==> config.mk <==
export PLATFORM = sky130hd
export DESIGN_NAME = uart_rx_fifo_param
export DESIGN_NICKNAME = d
export VERILOG_FILES = /design/src/rtl/uart_rx_fifo_param.sv
export SDC_FILE = /design/constraint.sdc
export NUM_CORES = 1
export LEC_CHECK = 0
export BUFFER_PORTS_ARGS = -buffer_cell sky130_fd_sc_hd__buf_4
export CAP_MARGIN = 20
export CORE_MARGIN = 5
export CORE_UTILIZATION = 35
export DETAILED_ROUTE_END_ITERATION = 16
export GPL_TIMING_DRIVEN = 0
export PLACE_DENSITY = 0.46
export SYNTH_ARGS = -nofsm -noshare
export SYNTH_HDL_FRONTEND = slang
export SYNTH_SLANG_ARGS = --single-unit
export TNS_END_PERCENT = 10
==> constraint.sdc <==
create_clock -name ACLK -period 3.5 [get_ports ACLK]
set_clock_uncertainty 0.2 [all_clocks]
set_input_delay 0.35 -clock ACLK [delete_from_list [all_inputs] [get_ports ACLK]]
set_output_delay 0.35 -clock ACLK [all_outputs]
set_load 0.01 [all_outputs]
==> src/rtl/uart_rx_fifo_param.sv <==
// uart_rx_fifo_param
//   Parametrised UART receiver. Start bits are qualified with an oversampled
//   mid-bit check. Parity and stop-bit modes are selected at runtime. Received
//   words go into a first-word-fall-through FIFO together with their parity and
//   framing error flags.
//
// Ports
//   ACLK, ARESETN     clock, asynchronous active-low reset
//   baud_div          oversample tick period minus 1, in ACLK cycles
//   parity_mode       00 none, 01 even, 10 odd, 11 none
//   two_stop          1 = check two stop bits
//   rx_in             asynchronous serial input
//   m_data/m_perr/m_ferr  head entry of the FIFO (forced to 0 while empty)
//   m_valid, m_ready  drain handshake
//   overrun           sticky flag: a word was dropped because the FIFO was full
//   clr_overrun       clears overrun (a drop in the same cycle wins)
//   fifo_level        current occupancy
//   state_dbg         current receiver FSM state, for checkers
//
// Handshake: m_valid is high whenever the FIFO holds a word. The head word is
// popped on every ACLK edge where m_valid && m_ready. m_ready while empty is ignored.
module uart_rx_fifo_param #(
  parameter int DATA_BITS  = 8,
  parameter int OVERSAMPLE = 16,
  parameter int FIFO_DEPTH = 16,
  parameter int DIV_W      = 16
) (
  input  logic                          ACLK,
  input  logic                          ARESETN,
  input  logic [DIV_W-1:0]              baud_div,
  input  logic [1:0]                    parity_mode,
  input  logic                          two_stop,
  input  logic                          rx_in,
  output logic [DATA_BITS-1:0]          m_data,
  output logic                          m_perr,
  output logic                          m_ferr,
  output logic                          m_valid,
  input  logic                          m_ready,
  output logic                          overrun,
  input  logic                          clr_overrun,
  output logic [$clog2(FIFO_DEPTH):0]   fifo_level,
  output logic [2:0]                    state_dbg
);

  localparam int PW = $clog2(FIFO_DEPTH);
  localparam int SW = $clog2(OVERSAMPLE);
  localparam int BW = $clog2(DATA_BITS);
  localparam int EW = DATA_BITS + 2;

  localparam logic [SW-1:0] HALF_M1  = SW'(OVERSAMPLE / 2 - 1);
  localparam logic [SW-1:0] FULL_M1  = SW'(OVERSAMPLE - 1);
  localparam logic [BW-1:0] LAST_BIT = BW'(DATA_BITS - 1);
  localparam logic [PW:0]   DEPTH_V  = (PW + 1)'(FIFO_DEPTH);

  localparam logic [2:0] S_IDLE   = 3'd0;
  localparam logic [2:0] S_START  = 3'd1;
  localparam logic [2:0] S_DATA   = 3'd2;
  localparam logic [2:0] S_PARITY = 3'd3;
  localparam logic [2:0] S_STOP1  = 3'd4;
  localparam logic [2:0] S_STOP2  = 3'd5;

  // ---------------- synchroniser ----------------
  logic sync1, rxs;
  always_ff @(posedge ACLK or negedge ARESETN) begin
    if (!ARESETN) begin
      sync1 <= 1'b1;
      rxs   <= 1'b1;
    end else begin
      sync1 <= rx_in;
      rxs   <= sync1;
    end
  end

  // ---------------- free-running tick generator ----------------
  logic [DIV_W-1:0] tick_cnt;
  logic             tick;
  assign tick = (tick_cnt == '0);

  always_ff @(posedge ACLK or negedge ARESETN) begin
    if (!ARESETN)  tick_cnt <= '0;
    else if (tick) tick_cnt <= baud_div;
    else           tick_cnt <= tick_cnt - 1'b1;
  end

  // ---------------- receiver FSM ----------------
  logic [2:0]           state;
  logic [SW-1:0]        samp_cnt;
  logic [BW-1:0]        bit_cnt;
  logic [DATA_BITS-1:0] data_sr;
  logic                 perr, ferr;
  logic [1:0]           pmode_l;
  logic                 two_l;
  logic                 armed;      // IDLE may only start after rxs was seen high
  logic                 push_pend;  // one-cycle push strobe after the last stop sample
  logic                 at_sample;
  logic                 par_en;

  assign state_dbg = state;
  assign par_en    = (pmode_l == 2'b01) || (pmode_l == 2'b10);
  assign at_sample = (samp_cnt == ((state == S_START) ? HALF_M1 : FULL_M1));

  always_ff @(posedge ACLK or negedge ARESETN) begin
    if (!ARESETN) begin
      state     <= S_IDLE;
      samp_cnt  <= '0;
      bit_cnt   <= '0;
      data_sr   <= '0;
      perr      <= 1'b0;
      ferr      <= 1'b0;
      pmode_l   <= 2'b00;
      two_l     <= 1'b0;
      armed     <= 1'b1;
      push_pend <= 1'b0;
    end else begin
      push_pend <= 1'b0;
      if (state == S_IDLE) begin
        if (rxs) begin
          armed <= 1'b1;
        end else if (armed) begin
          state    <= S_START;
          samp_cnt <= '0;
          bit_cnt  <= '0;
          perr     <= 1'b0;
          ferr     <= 1'b0;
          pmode_l  <= parity_mode;
          two_l    <= two_stop;
        end
      end else if (tick) begin
        if (!at_sample) begin
          samp_cnt <= samp_cnt + 1'b1;
        end else begin
          samp_cnt <= '0;
          case (state)
            S_START: state <= rxs ? S_IDLE : S_DATA;
            S_DATA: begin
              data_sr <= {rxs, data_sr[DATA_BITS-1:1]};
              bit_cnt <= bit_cnt + 1'b1;
              if (bit_cnt == LAST_BIT) state <= par_en ? S_PARITY : S_STOP1;
            end
            S_PARITY: begin
              // Even: total ones incl. parity bit must be even; odd: must be odd.
              if (pmode_l == 2'b01) perr <= ((^data_sr) != rxs);
              else                  perr <= ((^data_sr) == rxs);
              state <= S_STOP1;
            end
            S_STOP1: begin
              ferr <= ~rxs;
              if (two_l) begin
                state <= S_STOP2;
              end else begin
                push_pend <= 1'b1;
                armed     <= rxs;
                state     <= S_IDLE;
              end
            end
            S_STOP2: begin
              ferr      <= ferr | ~rxs;
              push_pend <= 1'b1;
              armed     <= rxs;
              state     <= S_IDLE;
            end
            default: state <= S_IDLE;
          endcase
        end
      end
    end
  end

  // ---------------- FWFT FIFO ----------------
  logic [EW-1:0] mem [FIFO_DEPTH];
  logic [PW-1:0] wr_ptr, rd_ptr;
  logic [PW:0]   count;
  logic          full, do_pop, do_push, drop;
  logic [EW-1:0] head;

  assign full    = (count == DEPTH_V);
  assign m_valid = (count != '0);
  assign do_pop  = m_valid && m_ready;
  // A full FIFO still accepts a push when the head leaves in the same cycle.
  assign do_push = push_pend && (!full || do_pop);
  assign drop    = push_pend && full && !do_pop;

  always_ff @(posedge ACLK) begin
    if (do_push) mem[wr_ptr] <= {ferr, perr, data_sr};
  end

  always_ff @(posedge ACLK or negedge ARESETN) begin
    if (!ARESETN) begin
      wr_ptr  <= '0;
      rd_ptr  <= '0;
      count   <= '0;
      overrun <= 1'b0;
    end else begin
      if (do_push) wr_ptr <= wr_ptr + 1'b1;
      if (do_pop)  rd_ptr <= rd_ptr + 1'b1;
      case ({do_push, do_pop})
        2'b10:   count <= count + 1'b1;
        2'b01:   count <= count - 1'b1;
        default: count <= count;
      endcase
      if (drop)             overrun <= 1'b1;
      else if (clr_overrun) overrun <= 1'b0;
    end
  end

  // Memory is not reset, so the head is masked to give clean zeros when empty.
  assign head       = mem[rd_ptr];
  assign m_data     = m_valid ? head[DATA_BITS-1:0] : '0;
  assign m_perr     = m_valid ? head[DATA_BITS]     : 1'b0;
  assign m_ferr     = m_valid ? head[DATA_BITS+1]   : 1'b0;
  assign fifo_level = count;

endmodule

# --- Yosys cells after proc, flatten, opt, wreduce, memory -nomap -nowiden ---
# Memories as Yosys holds them, arrays and structs flattened.
# Index checks and enable logic that the tools add are counted.
op_classes:
  bitwise_logic: 3
  mux: 53
  reduce_logical: 27
  n_eq_ne: 19
  n_addsub: 7
ops:
  columns: ["operator", "n"]
  rows:
  - ["two-way mux 3 bit", 14]
  - ["two-way mux 1 bit", 25]
  - ["AND reduction 5 bit", 5]
  - ["two-way mux 4 bit", 6]
  - ["logical NOT 16 bit", 1]
  - ["two-way mux 16 bit", 1]
  - ["subtractor 16 x 1 -> 16 bit, second input constant", 1]
  - ["adder 4 x 1 -> 4 bit, second input constant", 3]
  - ["one-hot mux 3 bit (4 select lines)", 1]
  - ["nonzero test 2 bit", 6]
  - ["one-hot mux 5 bit (2 select lines)", 1]
  - ["equality test 3 bit, second input constant", 3]
  - ["two-way mux 8 bit", 1]
  - ["XOR reduction 8 bit", 1]
  - ["equality test 3 x 2 -> 1 bit, second input constant", 2]
  - ["!= test 2 bit, second input constant", 3]
  - ["!= test 3 bit, second input constant", 2]
  - ["one-hot mux 1 bit (2 select lines)", 3]
  - ["AND reduction 3 bit", 2]
  - ["adder 5 x 1 -> 5 bit, second input constant", 1]
  - ["equality test 5 bit, second input constant", 1]
  - ["nonzero test 5 bit", 1]
  - ["subtractor 5 x 1 -> 5 bit, second input constant", 1]
  - ["equality test 2 x 1 -> 1 bit, second input constant", 2]
  - ["other kinds (15)", 22]
word_totals:
  in_bits: 24
  regBits: 57
  ramBits: 160
  n_memories: 1
  word_cells: 127
memory_table:
  columns: ["name", "depth", "width", "read_ports", "rd_ports_with_merged_regs", "write_ports", "line_no", "text"]
  rows:
  - ["mem", 16, 10, 1, 0, 1, "170", "logic [EW-1:0] mem [FIFO_DEPTH];"]

# --- Depth between registers and ports, before layout ---
# Gate-level depths: netlist (run 1).
depth:
  depth_word: 8
  ltp_mapped: 8

# --- Least setup slack after synthesis (run 1) ---
# OpenSTA, ideal clock, no wires.
synth_path:
  kind: "register to register"
  from: "register count[1], in the netlist fifo_level[1]"
  to: "register count[4], in the netlist fifo_level[4]"
  path_slack_ns: 0.705
  setup_time_ns: 0.080
  required_time_ns: 3.220
  stages_incl_launch_ff: 9
  arrival_time_ns: 2.515
  cell_sequence: "dfrtp_1 > or4_1 > o21ai_2 > o31ai_1 > ha_1 > o31a_1 > or4_1 > o21ai_0 > xnor2_1"
synth_via:
  elab_chain_len: 6
  word_cells_on_any_way: 12
  cone_classes: "add/sub: 2; eq/ne: 3; mux: 1; reduce/logical: 6"
synth_rtl:
  columns: ["item", "line_no", "text"]
  rows:
  - ["start: declaration", "172", "logic [PW:0] count;"]
  - ["start signal: assignment", "197", "2'b10: count <= count + 1'b1;"]
  - ["start signal: assignment", "198", "2'b01: count <= count - 1'b1;"]
  - ["start signal: assignment", "199", "default: count <= count;"]
  - ["equality test 5 bit or nonzero test 5 bit (tied branches)", "176, 177", null]
  - ["logical NOT 1 bit or logical AND 1 bit (tied branches)", "180, 178", null]
  - ["logical OR 1 bit", "180", "assign do_push = push_pend && (!full || do_pop);"]
  - ["logical AND 1 bit", "180", null]
  - ["equality test 2 x 1 -> 1 bit or equality test 2 bit (tied branches)", "196", "case ({do_push, do_pop})"]
  - ["one-hot mux 5 bit (2 select lines) or nonzero test 2 bit (tied branches)", null, null]
# Parallel ways exist; a longest one is shown, timed or not.
# A chain may end at the register's enable or synchronous reset.

# --- Worst setup path after layout (run 1) ---
layout_path:
  from: "register rd_ptr[0]"
  to: "output m_data[2]"
layout_via:
  elab_chain_len: 2
layout_rtl:
  columns: ["item", "line_no", "text"]
  rows:
  - ["start: declaration", "171", "logic [PW-1:0] wr_ptr, rd_ptr;"]
  - ["start signal: assignment", "195", "if (do_pop) rd_ptr <= rd_ptr + 1'b1;"]
  - ["memory (16 x 10 bit)", null, null]
  - ["two-way mux 8 bit", "208", "assign m_data = m_valid ? head[DATA_BITS-1:0] : '0;"]
  - ["end: declaration", "34", "output logic [DATA_BITS-1:0] m_data,"]
# No other way between the ends.

==> impl_metrics.xml, run 1 <==
<?xml version="1.0" encoding="UTF-8"?>
<metrics>
  <group name="outcome">
    <metric name="status" unit="">finished, final reports clean</metric>
  </group>
  <group name="worst_hold_path">
    <metric name="holdCritStartpoint" unit="">sync1$_DFF_PN1_</metric>
    <metric name="timing.hold.worst.class" unit="">flip-flop to flip-flop</metric>
    <metric name="min_delay_worst_endpoint" unit="">rxs$_DFF_PN1_</metric>
    <metric name="min_delay_path_depth" unit="">0</metric>
  </group>
  <group name="synthesis">
    <metric name="sequential_cell_area_fraction_in_the_yosys_report" unit="%">68.31</metric>
    <metric name="synth_top_cell_area_share" unit="%">52.64</metric>
    <metric name="synthesis.nets" unit="">585</metric>
    <metric name="netlist_top_cells_area" unit="">sky130_fd_sc_hd__edfxtp_1 53%, sky130_fd_sc_hd__dfrtp_1 15%, sky130_fd_sc_hd__mux4_2 12%</metric>
    <metric name="ys.warnings.count" unit="">0</metric>
    <metric name="cell_area_synth" unit="um^2">9128</metric>
    <metric name="synth_enable_flop_cells" unit="">160</metric>
    <metric name="biggest_area_consumer_among_synthesized_cells" unit="">sky130_fd_sc_hd__edfxtp_1</metric>
    <metric name="synth_top_flop_cell" unit="">sky130_fd_sc_hd__edfxtp_1</metric>
    <metric name="yosysUniqueCellTypes" unit="">48</metric>
    <metric name="postSynth.asyncResetShare" unit="%">26.27</metric>
    <metric name="post_synth.cell_area_avg" unit="um^2">16.66</metric>
    <metric name="syn-instance-count" unit="">548</metric>
    <metric name="synth-seq-cells" unit="">217</metric>
  </group>
  <group name="drt">
    <metric name="wl_met2" unit="um">10190</metric>
    <metric name="detail_route.iter0.violations" unit="">278</metric>
    <metric name="routed_wire_length_per_instance" unit="um">19.92</metric>
    <metric name="route.final.wire_length" unit="um">20000</metric>
    <metric name="vias_per_cell" unit="">5.037</metric>
    <metric name="detailroute.via_count" unit="">5057</metric>
    <metric name="drt_pass1_iterations" unit="">4</metric>
    <metric name="detail_route.wirelength.met1" unit="um">8723</metric>
    <metric name="detail_route.drc_violations" unit="">0</metric>
    <metric name="post_route_ant_nets" unit="">0</metric>
    <metric name="routed-wl-met3" unit="um">811</metric>
    <metric name="top_routing_layer_in_use" unit="">met4</metric>
  </group>
  <group name="timing">
    <metric name="final-setup-viol-count" unit="">0</metric>
    <metric name="number_of_max_slew_violations_in_the_final_report" unit="">0</metric>
    <metric name="final_min_period_over_clock_period" unit="%">94.93</metric>
    <metric name="relSlewSlack" unit="%">29.15</metric>
    <metric name="grt_setup_unrepaired" unit="">false</metric>
    <metric name="least_margin_pin_slew" unit="ns">1.059</metric>
    <metric name="finalHoldViolations" unit="">0</metric>
    <metric name="layout_setup_ws" unit="ns">0.1773</metric>
    <metric name="holdWs" unit="ns">0.1561</metric>
    <metric name="min_period" unit="ns">3.323</metric>
    <metric name="fmax" unit="MHz">301.0</metric>
    <metric name="total_negative_slack" unit="ns">0</metric>
  </group>
  <group name="worst_setup_path">
    <metric name="timing.critical_path.required" unit="ns">2.95</metric>
    <metric name="worst_r2r_endpoint" unit="">fifo_level[4]$_DFFE_PN0P_</metric>
    <metric name="critical_path.max_fanout" unit="">10</metric>
    <metric name="critical_path_class" unit="">flip-flop to output pin</metric>
    <metric name="worst_reg2reg_path_depth" unit="">8</metric>
    <metric name="setup.worst_path.start" unit="">rd_ptr[0]$_DFFE_PN0N_</metric>
    <metric name="reg2reg_from" unit="">fifo_level[1]$_DFFE_PN0P_</metric>
    <metric name="worst-r2r-setup-slack" unit="ns">0.51</metric>
    <metric name="cp-end-kind" unit="">output pin</metric>
    <metric name="worstPathArrival" unit="ns">2.77</metric>
    <metric name="timing.critical_path.from_type" unit="">flip-flop</metric>
  </group>
  <group name="floorplanning">
    <metric name="die-height" unit="um">171.5</metric>
    <metric name="initial_core_util" unit="%">35.33</metric>
    <metric name="die_width" unit="um">171.5</metric>
    <metric name="core_footprint" unit="um^2">25840</metric>
    <metric name="design.die.area" unit="um^2">29410</metric>
    <metric name="std_cell_rows" unit="">59</metric>
    <metric name="ios" unit="">44</metric>
  </group>
  <group name="clock_network">
    <metric name="cts_tree" unit="">yes</metric>
    <metric name="cts_buffers" unit="">25</metric>
    <metric name="cts_num_sinks" unit="">217</metric>
    <metric name="htree_num_levels" unit="">1</metric>
    <metric name="cts.clk_slew.worst_paths" unit="ns">0.06</metric>
    <metric name="clk_root_buffer_cell" unit="">sky130_fd_sc_hd__clkbuf_16</metric>
    <metric name="clock_insertion_delay_worst_skew" unit="ns">0.51</metric>
    <metric name="clock_tree.buffer_depth" unit="">3</metric>
  </group>
  <group name="power_and_ir_drop">
    <metric name="power.share.clock" unit="%">38.0</metric>
    <metric name="power_leakage" unit="nW">4.403</metric>
    <metric name="peakVddDrop" unit="mV">0.3390</metric>
    <metric name="power_density_over_the_cells" unit="nW/um^2">607.0</metric>
    <metric name="power" unit="mW">6.729</metric>
    <metric name="power.sequential.fraction" unit="%">44.7</metric>
    <metric name="switching_share" unit="%">26.26</metric>
    <metric name="internal_power_consumption" unit="mW">4.962</metric>
    <metric name="power.switching" unit="mW">1.767</metric>
    <metric name="comb_power_share" unit="%">17.3</metric>
  </group>
  <group name="placed_design">
    <metric name="post_dp_cell_area" unit="um^2">10020</metric>
    <metric name="dpl_worst_slack" unit="ns">0.2657</metric>
    <metric name="buffer_ports.inserted" unit="">43</metric>
    <metric name="place.gp.congestion" unit="">0.7789</metric>
    <metric name="dp.final_hpwl" unit="um">13490</metric>
  </group>
  <group name="global_routing">
    <metric name="globalRouteTotalUtil" unit="%">13.89</metric>
    <metric name="antenna_found_initial" unit="">0</metric>
    <metric name="globalRoute.totalOverflow" unit="">0</metric>
    <metric name="grt_first_pass_wirelength" unit="um">31150</metric>
    <metric name="largest_net_degree_at_the_start_of_global_routing" unit="">58</metric>
    <metric name="first_global_vias" unit="">5254</metric>
  </group>
  <group name="layout">
    <metric name="nets" unit="">689</metric>
    <metric name="drive_above_1_share" unit="%">27.20</metric>
    <metric name="n_antenna_cell" unit="">0</metric>
    <metric name="design_area" unit="um^2">11090</metric>
    <metric name="fill_cells" unit="">2333</metric>
    <metric name="synthToLayoutAreaGrowth" unit="%">21.45</metric>
  </group>
  <group name="run">
    <metric name="cap_viol_max_count" unit="">0</metric>
  </group>
</metrics>
==> per-layer routing <==
layer,GRT usage [%],up-vias
li1,-,2319
met1,18.68,2624
met2,24.04,88
met3,2.229,26
met4,2.825,0
met5,0,-
==> cell type report <==
| class | count | area, um^2 | share of cell area [%] |
|---|---|---|---|
| multi-input combinational | 294 | 2759 | 24.89 |
| tap | 335 | 419.2 | 3.781 |
| sequential | 217 | 6235 | 56.24 |
| buffer | 26 | 133.9 | 1.208 |
| clock inverter | 12 | 118.9 | 1.072 |
| clock buffer | 32 | 701.9 | 6.332 |
| inverter | 10 | 37.54 | 0.3386 |
| timing repair buffer | 78 | 680.7 | 6.140 |
==> layout by cell type (no fill, tap or decap), drive strengths merged, types with 14 or more instances in the layout <==
cell type and instances:
clkbuf 45, xnor2 25, mux4 50, dfrtp 54, edfxtp 160, dlygate4sd3 23
nand2 32, o21ai 14, nor2 33, buf 68
==> sequential cells by signal, indices dropped and copies added, names as in the netlist, 2 cells and up <==
name and count:
tick_cnt 16, wr_ptr 4, rd_ptr 4, samp_cnt 4, bit_cnt 3, mem 160
fifo_level 5, pmode_l 2, data_sr 8, state_dbg 3
==> cell usage after synthesis, drive strengths merged (2+ instances only) <==
| master | number |
|---|---|
| a21oi | 13 |
| a22o | 3 |
| a31oi | 4 |
| a41oi | 2 |
| and2 | 4 |
| and3 | 2 |
| buf | 13 |
| clkbuf | 14 |
| dfrtp | 54 |
| dfstp | 3 |
| edfxtp | 160 |
| ha | 13 |
| inv | 10 |
| mux2 | 13 |
| mux4 | 50 |
| nand2 | 32 |
| nand2b | 8 |
| nand3 | 9 |
| nand4 | 4 |
| nor2 | 33 |
| nor2b | 13 |
| nor3 | 11 |
| nor3b | 3 |
| nor4 | 6 |
| o21ai | 14 |
| o31a | 3 |
| o31ai | 2 |
| or3 | 6 |
| or4 | 3 |
| or4b | 2 |
| xnor2 | 25 |
| xor2 | 8 |
==> cell families (layout without fill, tap and decap cells) <==
family / count (synthesis) / after routing / share of synthesized area, %
compound gates: 45 / 45 / 3.125
buf+inv: 37 / 158 / 1.686
fa+ha+maj: 13 / 13 / 1.782
simple gates: 140 / 140 / 7.992
xor+xnor: 33 / 33 / 3.167
flops: 217 / 217 / 68.31
mux: 63 / 63 / 13.94
==> per-stage QoR <==
step,utilization [%],std cells
2_1_floorplan,-,548
3_3_place_gp,38.20,926
3_5_place_dp,38.77,938
4_1_cts,42.90,1004
5_1_grt,42.91,1004
6_report,42.91,1004
==> power groups by stage <==
stage               logic, mW  clock network (mW)  registers (mW)
detailed placement       1.17                   0            3.04
CTS                      1.20                2.64            3.00
global placement         1.16                   0            3.03
floorplan               0.802                   0            3.03
global route             1.29                2.75            3.03
finish                   1.16                2.56            3.00
==> worst max-delay path, cell delays in order, from the launching register on <==
cell and delay, ns:
sky130_fd_sc_hd__dfrtp_1 0.55, sky130_fd_sc_hd__buf_4 0.32, sky130_fd_sc_hd__mux4_2 0.57, sky130_fd_sc_hd__mux4_2 0.48, sky130_fd_sc_hd__nor2b_1 0.15, sky130_fd_sc_hd__buf_4 0.18
==> timing repair <==
action | in CTS | in global routing
pin swaps | 0 | 0
endpoints found under the hold margin | 76 | 0
hold buffers | 23 | 0
resized for setup | 9 | 2
buffers inserted | 0 | 0
setup endpoints to repair | 10 | 2
==> worst max path at each step <==
stage	end	slack, ns
5_1_grt	m_data[5]	0.04
3_3_place_gp	mem[3][2]$_DFFE_PP_	-0.26
4_1_cts	m_data[7]	0.03
6_report	m_data[2]	0.18
2_1_floorplan	fifo_level[4]$_DFFE_PN0P_	0.71
3_5_place_dp	m_data[7]	0.27
No activity file was read; power rests on OpenSTA's default activity.
==> run 2: changes to the inputs <==
Settings changed: CORE_MARGIN 5 to not set.
==> impl_metrics.xml, run 2 (synthesis results as in run 1) <==
<?xml version="1.0" encoding="UTF-8"?>
<metrics>
  <group name="global_routing">
    <metric name="antenna_found_initial" unit="">0</metric>
    <metric name="globalRouteTotalUtil" unit="%">15.17</metric>
    <metric name="largest_net_degree_at_the_start_of_global_routing" unit="">58</metric>
    <metric name="grt_first_pass_wirelength" unit="um">30220</metric>
    <metric name="globalRoute.totalOverflow" unit="">0</metric>
    <metric name="first_global_vias" unit="">5164</metric>
  </group>
  <group name="worst_hold_path">
    <metric name="timing.hold.worst.class" unit="">flip-flop to flip-flop</metric>
    <metric name="holdCritStartpoint" unit="">sync1$_DFF_PN1_</metric>
  </group>
  <group name="timing">
    <metric name="relSlewSlack" unit="%">31.39</metric>
    <metric name="min_period" unit="ns">3.344</metric>
    <metric name="finalHoldViolations" unit="">0</metric>
    <metric name="grt_setup_unrepaired" unit="">false</metric>
    <metric name="final_min_period_over_clock_period" unit="%">95.53</metric>
    <metric name="number_of_max_slew_violations_in_the_final_report" unit="">0</metric>
    <metric name="least_margin_pin_slew" unit="ns">1.025</metric>
    <metric name="final-setup-viol-count" unit="">0</metric>
    <metric name="layout_setup_ws" unit="ns">0.1565</metric>
    <metric name="holdWs" unit="ns">0.1555</metric>
    <metric name="fmax" unit="MHz">299.1</metric>
  </group>
  <group name="worst_setup_path">
    <metric name="cp-end-kind" unit="">output pin</metric>
    <metric name="timing.critical_path.cells" unit="">buf_1, clkbuf_2, mux4_2, mux4_2, nor2b_1, buf_4</metric>
    <metric name="crit_slowest_cell" unit="">sky130_fd_sc_hd__mux4_2</metric>
    <metric name="critical_path.max_fanout" unit="">10</metric>
    <metric name="critical_path_buffer_and_inverter_count" unit="">3</metric>
    <metric name="setup.worst_path.start" unit="">rd_ptr[1]$_DFFE_PN0N_</metric>
    <metric name="cp_slowest_stage_delay" unit="ns">0.50</metric>
    <metric name="timing.critical_path.required" unit="ns">2.95</metric>
    <metric name="cpLargestDelayFamily" unit="">multiplexers</metric>
    <metric name="critical_path.most_common_cell" unit="">sky130_fd_sc_hd__mux4_2</metric>
    <metric name="critical_path_class" unit="">flip-flop to output pin</metric>
    <metric name="worstPathArrival" unit="ns">2.79</metric>
    <metric name="reg2reg_from" unit="">fifo_level[1]$_DFFE_PN0P_</metric>
    <metric name="timing.critical_path.from_type" unit="">flip-flop</metric>
  </group>
  <group name="floorplanning">
    <metric name="ios" unit="">44</metric>
    <metric name="design.die.area" unit="um^2">26730</metric>
    <metric name="die-height" unit="um">163.5</metric>
    <metric name="std_cell_rows" unit="">58</metric>
    <metric name="core_footprint" unit="um^2">25400</metric>
    <metric name="die_width" unit="um">163.5</metric>
    <metric name="initial_core_util" unit="%">35.94</metric>
  </group>
  <group name="placed_design">
    <metric name="dp.final_hpwl" unit="um">13210</metric>
    <metric name="place.gp.congestion" unit="">0.7491</metric>
    <metric name="buffer_ports.inserted" unit="">43</metric>
    <metric name="post_dp_cell_area" unit="um^2">9973</metric>
    <metric name="dpl_worst_slack" unit="ns">0.2759</metric>
  </group>
  <group name="drt">
    <metric name="drt_pass1_iterations" unit="">6</metric>
    <metric name="route.final.wire_length" unit="um">19450</metric>
    <metric name="vias_per_cell" unit="">5.023</metric>
    <metric name="detail_route.iter0.violations" unit="">227</metric>
    <metric name="detailroute.via_count" unit="">5018</metric>
    <metric name="routed_wire_length_per_instance" unit="um">19.47</metric>
    <metric name="post_route_ant_nets" unit="">0</metric>
    <metric name="detail_route.drc_violations" unit="">0</metric>
  </group>
  <group name="layout">
    <metric name="nets" unit="">689</metric>
    <metric name="registers.top_by_ff_count" unit="">mem</metric>
    <metric name="largest_reg_flops" unit="">160</metric>
    <metric name="layout.cells.most_common_list" unit="">160 x sky130_fd_sc_hd__edfxtp_1, 54 x sky130_fd_sc_hd__dfrtp_1, 50 x sky130_fd_sc_hd__mux4_2, 49 x sky130_fd_sc_hd__buf_4, 33 x sky130_fd_sc_hd__nor2_1</metric>
    <metric name="synthToLayoutAreaGrowth" unit="%">20.32</metric>
    <metric name="drive_above_1_share" unit="%">25.86</metric>
    <metric name="n_antenna_cell" unit="">0</metric>
    <metric name="design_area" unit="um^2">10980</metric>
    <metric name="largest_registers" unit="">mem (160), tick_cnt (16), data_sr (8)</metric>
    <metric name="layout.cells.most_common" unit="">sky130_fd_sc_hd__edfxtp_1</metric>
  </group>
  <group name="clock_network">
    <metric name="clock_insertion_delay_worst_skew" unit="ns">0.51</metric>
    <metric name="cts_num_sinks" unit="">217</metric>
    <metric name="clk_root_buffer_cell" unit="">sky130_fd_sc_hd__clkbuf_16</metric>
    <metric name="cts_tree" unit="">yes</metric>
    <metric name="cts_buffers" unit="">24</metric>
    <metric name="htree_num_levels" unit="">1</metric>
    <metric name="cts.clk_slew.worst_paths" unit="ns">0.06</metric>
    <metric name="clock_tree.buffer_depth" unit="">3</metric>
  </group>
  <group name="power_and_ir_drop">
    <metric name="power_leakage" unit="nW">4.344</metric>
    <metric name="peakVddDrop" unit="mV">0.2920</metric>
    <metric name="power_density_over_the_cells" unit="nW/um^2">588.0</metric>
    <metric name="power" unit="mW">6.457</metric>
  </group>
  <group name="run">
    <metric name="cap_viol_max_count" unit="">0</metric>
  </group>
  <group name="outcome">
    <metric name="status" unit="">finished, final reports clean</metric>
  </group>
</metrics>
-- run 2: worst paths after layout --
kind,end,slack (ns),cells after the start
setup / recovery,m_data[7],0.16,6
hold / removal,rxs$_DFF_PN1_,0.16,0
setup reg to reg,fifo_level[4]$_DFFE_PN0P_,0.48,8
hold reg to reg,rxs$_DFF_PN1_,0.16,0
max in group asynchronous,data_sr[4]$_DFFE_PN0P_,2.36,2
min in group asynchronous,tick_cnt[7]$_DFF_PN0_,0.24,2
-- run 2: through the flow --
step                setup TNS, ns  instances  util [%]
detailed placement              0        929     39.27
global route                    0        999     43.24
finish                          0        999     43.24
floorplan                       0        548         -
global placement          -0.9679        921     38.83
CTS                             0        994     43.03
-- run 2: cell type report --
cell class | instances | area, um^2
buffer | 26 | 127.6
tap | 330 | 412.9
multi-input combinational | 294 | 2759
clock inverter | 1 | 5.005
timing repair buffer | 79 | 695.7
clock buffer | 42 | 709.4
sequential | 217 | 6235
fill | 2281 | 14420
inverter | 10 | 37.54
-- run 2: where the power goes --
part	leakage, nW	total [mW]	switching (mW)	internal, mW
clock	0.344	2.30	0.939	1.36
combinational	1.43	1.15	0.616	0.539
sequential	2.57	3.00	0.143	2.86
-- run 2: repair_timing --
item	CTS	global route
setup endpoints to repair	10	0
hold endpoints to repair	76	0
hold buffers	23	0
gates resized for setup	8	0
buffers inserted	0	0
-- run 2: worst register-to-register path: stages, from the launching register on --
cell and delay, ns:
sky130_fd_sc_hd__dfrtp_1 0.45, sky130_fd_sc_hd__or4_1 0.64, sky130_fd_sc_hd__o21ai_2 0.40, sky130_fd_sc_hd__o31ai_1 0.12, sky130_fd_sc_hd__ha_1 0.24, sky130_fd_sc_hd__o31a_1 0.24, sky130_fd_sc_hd__or4_1 0.38, sky130_fd_sc_hd__o21ai_0 0.12
sky130_fd_sc_hd__xnor2_1 0.15
-- run 2: routing by layer --
layer / global-route usage (%) / vias up / share of wire (%)
li1: - / 2327 / -
met1: 19.99 / 2576 / 43
met2: 26.23 / 87 / 50
met3: 2.336 / 28 / 4.5
met4: 3.535 / 0 / 1.8
met5: 0 / - / 0
==> run 3: changes to the inputs <==
Settings changed: CORE_MARGIN set to 3.
Clock period 3.5 ns to 3.9 ns, I/O delays scaled along.
==> impl_metrics.xml, run 3 (synthesis results as in run 1) <==
<?xml version="1.0" encoding="UTF-8"?>
<metrics>
  <group name="outcome">
    <metric name="status" unit="">finished, final reports clean</metric>
  </group>
  <group name="drt">
    <metric name="detail_route.iter0.violations" unit="">274</metric>
    <metric name="detailroute.via_count" unit="">5038</metric>
    <metric name="routed_wire_length_per_instance" unit="um">19.72</metric>
    <metric name="vias_per_cell" unit="">5.048</metric>
    <metric name="drt_pass1_iterations" unit="">5</metric>
    <metric name="post_route_ant_nets" unit="">0</metric>
    <metric name="route.final.wire_length" unit="um">19680</metric>
    <metric name="detail_route.drc_violations" unit="">0</metric>
  </group>
  <group name="layout">
    <metric name="registers.top_by_ff_count" unit="">mem</metric>
    <metric name="fin_cells" unit="">998</metric>
    <metric name="layout.cells.most_common_list" unit="">160 x sky130_fd_sc_hd__edfxtp_1, 54 x sky130_fd_sc_hd__dfrtp_1, 50 x sky130_fd_sc_hd__mux4_2, 45 x sky130_fd_sc_hd__buf_4, 33 x sky130_fd_sc_hd__nor2_1</metric>
    <metric name="drive_above_1_share" unit="%">25.60</metric>
    <metric name="final_util" unit="%">43.37</metric>
    <metric name="layout.cells.most_common" unit="">sky130_fd_sc_hd__edfxtp_1</metric>
    <metric name="n_antenna_cell" unit="">0</metric>
    <metric name="nets" unit="">689</metric>
    <metric name="synthToLayoutAreaGrowth" unit="%">20.69</metric>
    <metric name="largest_registers" unit="">mem (160), tick_cnt (16), data_sr (8)</metric>
    <metric name="largest_reg_flops" unit="">160</metric>
  </group>
  <group name="timing">
    <metric name="number_of_max_slew_violations_in_the_final_report" unit="">0</metric>
    <metric name="fmax" unit="MHz">270.9</metric>
    <metric name="relSlewSlack" unit="%">29.64</metric>
    <metric name="min_period" unit="ns">3.691</metric>
    <metric name="finalHoldViolations" unit="">0</metric>
    <metric name="holdWs" unit="ns">0.1556</metric>
    <metric name="total_negative_slack" unit="ns">0</metric>
    <metric name="final-setup-viol-count" unit="">0</metric>
    <metric name="final_min_period_over_clock_period" unit="%">94.64</metric>
    <metric name="grt_setup_unrepaired" unit="">false</metric>
    <metric name="least_margin_pin_slew" unit="ns">1.051</metric>
  </group>
  <group name="global_routing">
    <metric name="globalRoute.totalOverflow" unit="">0</metric>
    <metric name="first_global_vias" unit="">5277</metric>
    <metric name="grt_first_pass_wirelength" unit="um">31070</metric>
    <metric name="antenna_found_initial" unit="">0</metric>
    <metric name="largest_net_degree_at_the_start_of_global_routing" unit="">58</metric>
    <metric name="globalRouteTotalUtil" unit="%">14.30</metric>
  </group>
  <group name="power_and_ir_drop">
    <metric name="power_density_over_the_cells" unit="nW/um^2">540.6</metric>
    <metric name="power" unit="mW">5.955</metric>
    <metric name="peakVddDrop" unit="mV">0.3478</metric>
    <metric name="power.switching" unit="mW">1.559</metric>
    <metric name="comb_power_share" unit="%">17.4</metric>
    <metric name="power.sequential.fraction" unit="%">45.1</metric>
    <metric name="power.share.clock" unit="%">37.5</metric>
    <metric name="switching_share" unit="%">26.18</metric>
    <metric name="power_leakage" unit="nW">4.348</metric>
    <metric name="internal_power_consumption" unit="mW">4.395</metric>
  </group>
  <group name="worst_setup_path">
    <metric name="timing.critical_path.required" unit="ns">3.31</metric>
    <metric name="timing.critical_path.from_type" unit="">flip-flop</metric>
    <metric name="cp-end-kind" unit="">output pin</metric>
    <metric name="worstPathArrival" unit="ns">3.10</metric>
    <metric name="critical_path.max_fanout" unit="">10</metric>
    <metric name="critical_path_class" unit="">flip-flop to output pin</metric>
  </group>
  <group name="clock_network">
    <metric name="cts-resized-gates" unit="">0</metric>
    <metric name="clock_insertion_delay_worst_skew" unit="ns">0.51</metric>
    <metric name="clk_root_buffer_cell" unit="">sky130_fd_sc_hd__clkbuf_16</metric>
    <metric name="cts_num_sinks" unit="">217</metric>
    <metric name="cts_tree" unit="">yes</metric>
    <metric name="cts_buffers" unit="">25</metric>
    <metric name="cts.clk_slew.worst_paths" unit="ns">0.06</metric>
    <metric name="clock_tree.buffer_depth" unit="">3</metric>
    <metric name="htree_num_levels" unit="">1</metric>
  </group>
  <group name="placed_design">
    <metric name="place_inst" unit="">929</metric>
    <metric name="buffer_ports.inserted" unit="">43</metric>
    <metric name="place.gp.congestion" unit="">0.7755</metric>
    <metric name="dp.final_hpwl" unit="um">13340</metric>
  </group>
  <group name="floorplanning">
    <metric name="die-height" unit="um">167.5</metric>
    <metric name="std_cell_rows" unit="">58</metric>
    <metric name="ios" unit="">44</metric>
    <metric name="initial_core_util" unit="%">35.94</metric>
    <metric name="die_width" unit="um">167.5</metric>
    <metric name="design.die.area" unit="um^2">28050</metric>
    <metric name="core_footprint" unit="um^2">25400</metric>
  </group>
  <group name="run">
    <metric name="cap_viol_max_count" unit="">0</metric>
  </group>
  <group name="worst_hold_path">
    <metric name="timing.hold.worst.class" unit="">flip-flop to flip-flop</metric>
  </group>
</metrics>
==> run 3: cell types whose count changed in the layout (fill, tap and decap cells not counted), sizes merged <==
cell / before / now
buf: 69 / 67
bufinv: 0 / 3
clkinv: 1 / 10
clkinvlp: 0 / 2
clkbuf: 55 / 42
==> run 3: per-layer routing <==
layer / GRT usage [%] / share of wire [%] / vias up
met1: 18.94 / 44 / 2581
met3: 2.408 / 4.4 / 25
met5: 0 / 0 / -
met4: 3.308 / 1.5 / 0
li1: - / - / 2335
met2: 24.89 / 50 / 97
==> run 3: timing repair <==
action / 4_1_cts / 5_1_grt
hold buffers: 23 / 0
hold endpoints to repair: 76 / 0
buffers inserted: 0 / 0
==> run 3: final cells by class <==
class | instances | area, um^2
Multi-Input combinational cell | 294 | 2759
Inverter | 10 | 37.54
Timing Repair Buffer | 77 | 673.1
Buffer | 27 | 116.4
Clock buffer | 28 | 636.9
Tap cell | 330 | 412.9
Sequential cell | 217 | 6235
Clock inverter | 15 | 145.1
Fill cell | 2283 | 14380
==> run 3: path summary, 6_finish.rpt <==
kind                                           startpoint                         to  slack (ns)  depth (start not counted)
min in group asynchronous                         ARESETN      tick_cnt[8]$_DFF_PN0_        0.29                          2
worst min-delay path                      sync1$_DFF_PN1_              rxs$_DFF_PN1_        0.16                          0
max in group asynchronous                         ARESETN     data_sr[4]$_DFFE_PN0P_        2.70                          2
worst max-delay path                rd_ptr[1]$_DFFE_PN0N_                  m_data[7]        0.21                          6
worst min register to register            sync1$_DFF_PN1_              rxs$_DFF_PN1_        0.16                          0
worst max register to register  fifo_level[1]$_DFFE_PN0P_  fifo_level[4]$_DFFE_PN0P_        0.88                          8
==> run 3: power by group through the flow <==
| stage | Clock (mW) | Sequential [mW] | Combinational [mW] |
|---|---|---|---|
| after detailed placement | 0 | 2.73 | 1.06 |
| after global placement | 0 | 2.72 | 1.03 |
| after global routing | 2.40 | 2.70 | 1.16 |
| final | 2.24 | 2.68 | 1.04 |
| after CTS | 2.30 | 2.68 | 1.08 |
| after floorplan | 0 | 2.72 | 0.719 |
==> run 3: worst max-delay path, cell delays in order, from the launching register on <==
cell                       delay [ns]
sky130_fd_sc_hd__dfrtp_1         0.34
sky130_fd_sc_hd__buf_1           0.28
sky130_fd_sc_hd__clkbuf_1        0.70
sky130_fd_sc_hd__mux4_2          0.46
sky130_fd_sc_hd__mux4_2          0.50
sky130_fd_sc_hd__nor2b_1         0.15
sky130_fd_sc_hd__buf_4           0.17
==> run 3: metrics by stage <==
step                      area (um^2)  setup WS (ns)
after floorplan                  9128          1.105
after global placement           9863         0.2655
after detailed placement         9973         0.6583
after CTS                       10990        0.09805
after global routing            11020        0.04517
final                           11020         0.2092
